--- src/rtl/balance_display.sv ---
// Display end of the scale datapath: shift-add-3 price conversion plus a
// multiplexed common-anode 7-segment scan that alternates weight and price pages.
//
//   state | meaning
//   IDLE  | waiting for a load strobe; display registers hold the last commit
//   CONV  | one shift-add-3 iteration per cycle, commit after the 10th
module balance_display #(
  parameter int REFRESH_DIV = 16,
  parameter int PAGE_CYCLES = 4096
) (
  input  logic       clk,
  input  logic       rst,
  input  logic       data_valid,
  input  logic [6:0] bcd_weight,
  input  logic [9:0] price,
  output logic [6:0] seg,
  output logic [3:0] an,
  output logic       page,
  output logic       busy
);

  localparam int RW = (REFRESH_DIV > 2) ? $clog2(REFRESH_DIV) : 1;
  localparam int PW = (PAGE_CYCLES > 2) ? $clog2(PAGE_CYCLES) : 1;
  localparam logic [RW-1:0] REF_TC  = RW'(REFRESH_DIV - 1);
  localparam logic [PW-1:0] PAGE_TC = PW'(PAGE_CYCLES - 1);

  localparam logic [6:0] SEG_P     = 7'b0001100;
  localparam logic [6:0] SEG_E     = 7'b0000110;
  localparam logic [6:0] SEG_DASH  = 7'b0111111;
  localparam logic [6:0] SEG_BLANK = 7'b1111111;
  localparam logic [6:0] SEG_ZERO  = 7'b1000000;

  typedef enum logic {IDLE, CONV} state_t;

  state_t      state_q, state_d;
  logic        load, last_iter;
  logic [3:0]  iter_q;
  logic [11:0] bcd_q, bcd_adj, bcd_next;
  logic [9:0]  bin_q;
  logic [6:0]  weight_q;
  logic        ovf_q;

  logic [2:0]  w_tens;
  logic [3:0]  w_units, p_hund, p_tens, p_units;
  logic        ovf_disp;

  logic [RW-1:0] ref_cnt;
  logic [PW-1:0] page_cnt;
  logic [1:0]    idx_q;
  logic          page_q;
  logic [6:0]    seg_q, seg_d;
  logic [3:0]    an_q;

  function automatic logic [6:0] digit_seg(input logic [3:0] d);
    case (d)
      4'd0:    return 7'b1000000;
      4'd1:    return 7'b1111001;
      4'd2:    return 7'b0100100;
      4'd3:    return 7'b0110000;
      4'd4:    return 7'b0011001;
      4'd5:    return 7'b0010010;
      4'd6:    return 7'b0000010;
      4'd7:    return 7'b1111000;
      4'd8:    return 7'b0000000;
      4'd9:    return 7'b0010000;
      default: return SEG_DASH;
    endcase
  endfunction

  always_comb begin
    state_d   = state_q;
    load      = 1'b0;
    last_iter = 1'b0;
    case (state_q)
      IDLE: if (data_valid) begin
        load    = 1'b1;
        state_d = CONV;
      end
      CONV: if (iter_q == 4'd9) begin
        last_iter = 1'b1;
        state_d   = IDLE;
      end
      default: state_d = IDLE;
    endcase
  end

  always_comb begin
    bcd_adj = bcd_q;
    for (int n = 0; n < 3; n++)
      if (bcd_q[n*4 +: 4] >= 4'd5) bcd_adj[n*4 +: 4] = bcd_q[n*4 +: 4] + 4'd3;
    bcd_next = (bcd_adj << 1) | {11'd0, bin_q[9]};
  end

  always_ff @(posedge clk or negedge rst) begin
    if (!rst) begin
      state_q  <= IDLE;
      iter_q   <= '0;
      bcd_q    <= '0;
      bin_q    <= '0;
      weight_q <= '0;
      ovf_q    <= 1'b0;
      w_tens   <= '0;
      w_units  <= '0;
      p_hund   <= '0;
      p_tens   <= '0;
      p_units  <= '0;
      ovf_disp <= 1'b0;
    end else begin
      state_q <= state_d;
      if (load) begin
        weight_q <= bcd_weight;
        bin_q    <= price;
        ovf_q    <= (price > 10'd999);
        bcd_q    <= '0;
        iter_q   <= '0;
      end else if (state_q == CONV) begin
        bcd_q  <= bcd_next;
        bin_q  <= bin_q << 1;
        iter_q <= iter_q + 4'd1;
      end
      // All display fields change on the same edge so the scan never mixes loads
      if (last_iter) begin
        w_tens   <= weight_q[6:4];
        w_units  <= weight_q[3:0];
        p_hund   <= bcd_next[11:8];
        p_tens   <= bcd_next[7:4];
        p_units  <= bcd_next[3:0];
        ovf_disp <= ovf_q;
      end
    end
  end

  always_ff @(posedge clk or negedge rst) begin
    if (!rst) begin
      ref_cnt  <= '0;
      page_cnt <= '0;
      idx_q    <= '0;
      page_q   <= 1'b0;
    end else begin
      if (ref_cnt == REF_TC) begin
        ref_cnt <= '0;
        idx_q   <= idx_q + 2'd1;
      end else begin
        ref_cnt <= ref_cnt + 1'b1;
      end
      if (page_cnt == PAGE_TC) begin
        page_cnt <= '0;
        page_q   <= ~page_q;
      end else begin
        page_cnt <= page_cnt + 1'b1;
      end
    end
  end

  always_comb begin
    seg_d = SEG_BLANK;
    if (!page_q) begin
      case (idx_q)
        2'd0:    seg_d = digit_seg(w_units);
        2'd1:    if (w_tens != 3'd0) seg_d = digit_seg({1'b0, w_tens});
        default: seg_d = SEG_BLANK;
      endcase
    end else begin
      case (idx_q)
        2'd3:    seg_d = SEG_P;
        2'd2:    seg_d = ovf_disp ? SEG_E : digit_seg(p_hund);
        2'd1:    seg_d = ovf_disp ? SEG_E : digit_seg(p_tens);
        default: seg_d = ovf_disp ? SEG_E : digit_seg(p_units);
      endcase
    end
  end

  always_ff @(posedge clk or negedge rst) begin
    if (!rst) begin
      seg_q <= SEG_ZERO;
      an_q  <= 4'b1110;
    end else begin
      seg_q <= seg_d;
      an_q  <= ~(4'b0001 << idx_q);
    end
  end

  assign seg  = seg_q;
  assign an   = an_q;
  assign page = page_q;
  assign busy = (state_q == CONV);

endmodule

--- config.mk ---
export PLATFORM = sky130hd
export DESIGN_NAME = balance_display
export DESIGN_NICKNAME = d
export VERILOG_FILES = /design/src/rtl/balance_display.sv
export SDC_FILE = /design/constraint.sdc
export NUM_CORES = 1
export LEC_CHECK = 0
export ABC_CLOCK_PERIOD_IN_PS = 3200
export CAP_MARGIN = 10
export CORE_ASPECT_RATIO = 1.25
export CORE_MARGIN = 4
export CORE_UTILIZATION = 50
export DETAILED_ROUTE_END_ITERATION = 8
export GPL_TIMING_DRIVEN = 0
export HOLD_SLACK_MARGIN = 0.05
export PLACE_DENSITY = 0.69
export SYNTH_ARGS = -nofsm -noshare
export SYNTH_HDL_FRONTEND = slang
export SYNTH_SLANG_ARGS = --single-unit
--- constraint.sdc ---
create_clock -name clk -period 3.2 [get_ports clk]
set_clock_uncertainty 0.1 [all_clocks]
set_input_delay 0.32 -clock clk [delete_from_list [all_inputs] [get_ports clk]]
set_output_delay 0.32 -clock clk [all_outputs]
set_load 0.02 [all_outputs]
==> out/metrics.yaml <==
sta:
  drv_slew: 0
  setup_viol: 0
  rsz0062_at_grt: "no"
  fmax_mhz: 499
  worst_pin_slew_ns: 0.662
  hold_viol_final: 0
  period_minus_slack_ns: 2.00
  relSlewSlack_pct: 55.9
  post-route-period-util_pct: 62.6
placed_design:
  portBuffers: 32
  dp.cells: 647
  placed_area_sq_um: 5430
  dp_hpwl_mm: 7.27
  gp_congestion: 0.839
final_layout:
  insertedDiodeCount: 0
  fin_nets: 596
  area_delta_synth_final_pct: 16.7
  drive_gt1_share_pct: 11.3
  fin_area_sq_um: 5750
  final_cells: 664
logic_synthesis:
  syn-num-nets: 551
  synth_cells: 488
  netlist_area_sq_um: 4930
  async_flop_share_pct: 100
  ys.warnings.count: 0
  synth_edf_count: 0
  syn_area_per_cell_sq_um: 10.1
  synth_cell_type_count: 62
  ys.flop_type: "dfrtp_1"
  ys_ff_latch: 85
  ys_seq_area_share_pct: 43.3
floorplan:
  die-height_um: 119
  coreArea_sq_um: 9610
  die_width_um: 96.8
  boundaryPins: 33
  initial_utilization_pct: 51.3
  die_area_sq_um: 11500
  rows: 40
cts:
  cts_tree: "yes"
  cts-root-buf: "clkbuf_16"
  cts_resized: 0
  clk_pin_slew_ns: 0.06
  htree_levels: 3
  cts_buffer_depth: 2
  post-cts-setup-buffers: 0
  numCtsBuffers: 9
  insertion_delay_ns: 0.34
  cts.sinks: 85
critical_path:
  cp_cell_sequence: "inv_1 > ha_1 > clkinv_1 > a2111oi_0 > a211oi_1 > o32ai_1"
  end_kind: "flop"
  slowest_stage: "a2111oi_0"
  critPathTopFamily: "compound AO/OA/AOI/OAI gates"
  path_class: "flop to flop"
  cp-startpoint: "idx_q[0]"
  startpoint_type: "flop"
  cp.required_ns: 3.33
  crit_cells: 6
  worstPathArrival_ns: 2.14
  critPathBufInv: 2
  worst-r2r-cell-count: 6
  cp_max_fo: 8
  max_stage_delay_ns: 0.48
  reg2reg_from: "idx_q[0]"
global_routing:
  grt_pass1_wl_mm: 17.2
  grt_start_max_net_pins: 69
  grt_pass1_vias: 3686
  antenna_found_initial: 0
  grt_overflow_total: 0
  track_usage_pct: 18.1
drt:
  drt_iter0_markers: 221
  viasPerCell: 5.51
  firstDrtPassIters: 4
  route.detailed.drc: 0
  wl_per_cell_um: 14.9
  dr_total_vias: 3661
  wirelength_mm: 9.88
  ant_nets: 0
status:
  status: "complete, no violations"
power_and_ir_drop:
  ir_drop_v: 0.000416
  p_leak_nw: 2.60
  power_density_nw_per_um2: 790
  power_mw: 4.54
hold_path:
  hold_path_class: "primary input to async pin"
run:
  maxCapViolCount: 0
[worst register-to-register path: cells and delay by family (launching register included)]
| kind | cells | cell delay, ns |
|---|---|---|
| compound gates | 3 | 0.77 |
| fa+ha+maj | 1 | 0.23 |
| buf+inv | 2 | 0.38 |
| flops | 1 | 0.42 |
[state kept, by name, summed over array words and instances, names as in the netlist]
name and count:
bcd_q 12, page_cnt 12, bin_q 10, seg 7
weight_q 7, an 4, iter_q 4, p_hund 4
p_tens 4, p_units 4, ref_cnt 4, w_units 4
w_tens 3, idx_q 2, busy 1, ovf_disp 1
ovf_q 1, page 1
[power by group]
part           internal [mW]  switching (mW)
combinational          0.838           0.971
sequential              1.39           0.289
clock                  0.631           0.426
[layout by cell type (no fill, tap or decap), types with 3 or more instances in the layout]
cell type / count
clkbuf_1: 5
buf_2: 11
clkbuf_16: 9
mux2_2: 22
nand4_1: 4
a22o_1: 3
nor2_1: 21
o31ai_1: 3
ha_1: 43
a221o_1: 3
nor2b_1: 10
inv_1: 31
xor2_1: 4
o21a_1: 4
o21ai_0: 45
nand2b_1: 24
clkdlybuf4s50_1: 31
nand3_1: 9
nor3b_1: 6
nor3_1: 4
nand2_1: 39
xnor2_1: 13
dfrtp_1: 81
mux2i_1: 20
dfstp_2: 4
buf_6: 3
a21oi_1: 22
a21o_1: 3
[cell usage after synthesis, types with 5 or more instances]
library cell   n  share of area (%)
buf_2         11                1.1
ha_1          43                 11
nand2_1       39                3.0
mux2_2        22                5.0
nor2b_1       10                1.3
inv_1         31                2.4
nand3_1        9               0.91
o21ai_0       45                4.6
xnor2_1       13                2.3
dfrtp_1       81                 41
clkbuf_1       5               0.38
nor2_1        21                1.6
nand2b_1      24                3.0
a21oi_1       22                2.2
mux2i_1       20                4.1
nor3b_1        6               0.91
[layer usage]
layer  vias to the layer above  routed length, um  track usage, %
met5                         -                  0               0
met4                         0                267            7.90
met3                        25                353            3.98
met2                        78               4760            30.6
met1                      1765               4500            22.2
li1                       1793                  -               -
[what timing repair did]
item	CTS	global route
hold endpoints to repair	17	0
setup endpoints to repair	0	0
hold buffers	1	0
[through the flow]
| stage | setup WS (ns) | TNS [ns] | utilization (%) | hold slack [ns] |
|---|---|---|---|---|
| floorplan | 1.55 | 0 | - | -0.0756 |
| global placement | -1.35 | -109.80 | 56.3 | 0.361 |
| detailed placement | 1.23 | 0 | 56.5 | 0.119 |
| CTS | 1.22 | 0 | 59.8 | 0.292 |
| global route | 1.05 | 0 | 59.8 | 0.309 |
| finish | 1.20 | 0 | 59.8 | 0.297 |
[cell type report]
cell class | instances | area, sq um
fillers | 828 | 3860
multi-input cells | 349 | 2550
flip-flops and latches | 85 | 2130
repair buffers | 34 | 355
clock buffers | 10 | 239
well taps | 126 | 158
inverters | 33 | 124
plain buffers | 21 | 119
clock inverters | 6 | 68.8
[path summary, 6_finish.rpt]
| check | endpoint | slack (ns) |
|---|---|---|
| setup / recovery | seg[6] | 1.20 |
| hold / removal | seg[2] | 0.30 |
| setup reg to reg | seg[6] | 1.20 |
| hold reg to reg | page_cnt[10] | 0.38 |
| max in group asynchronous | w_tens[2] | 2.11 |
| min in group clk | page_cnt[10] | 0.38 |
[cell families after synthesis]
kind of cell | synth area share [%]
AOI/OAI and AO/OA | 14.5
xor gates and xnor gates | 3.02
adders and majority gates | 10.9
buffers and inverters | 4.93
DFF | 43.3
muxes | 9.09
and+or+nand+nor | 14.2
Note: power is estimated with default switching activity, not from simulation.
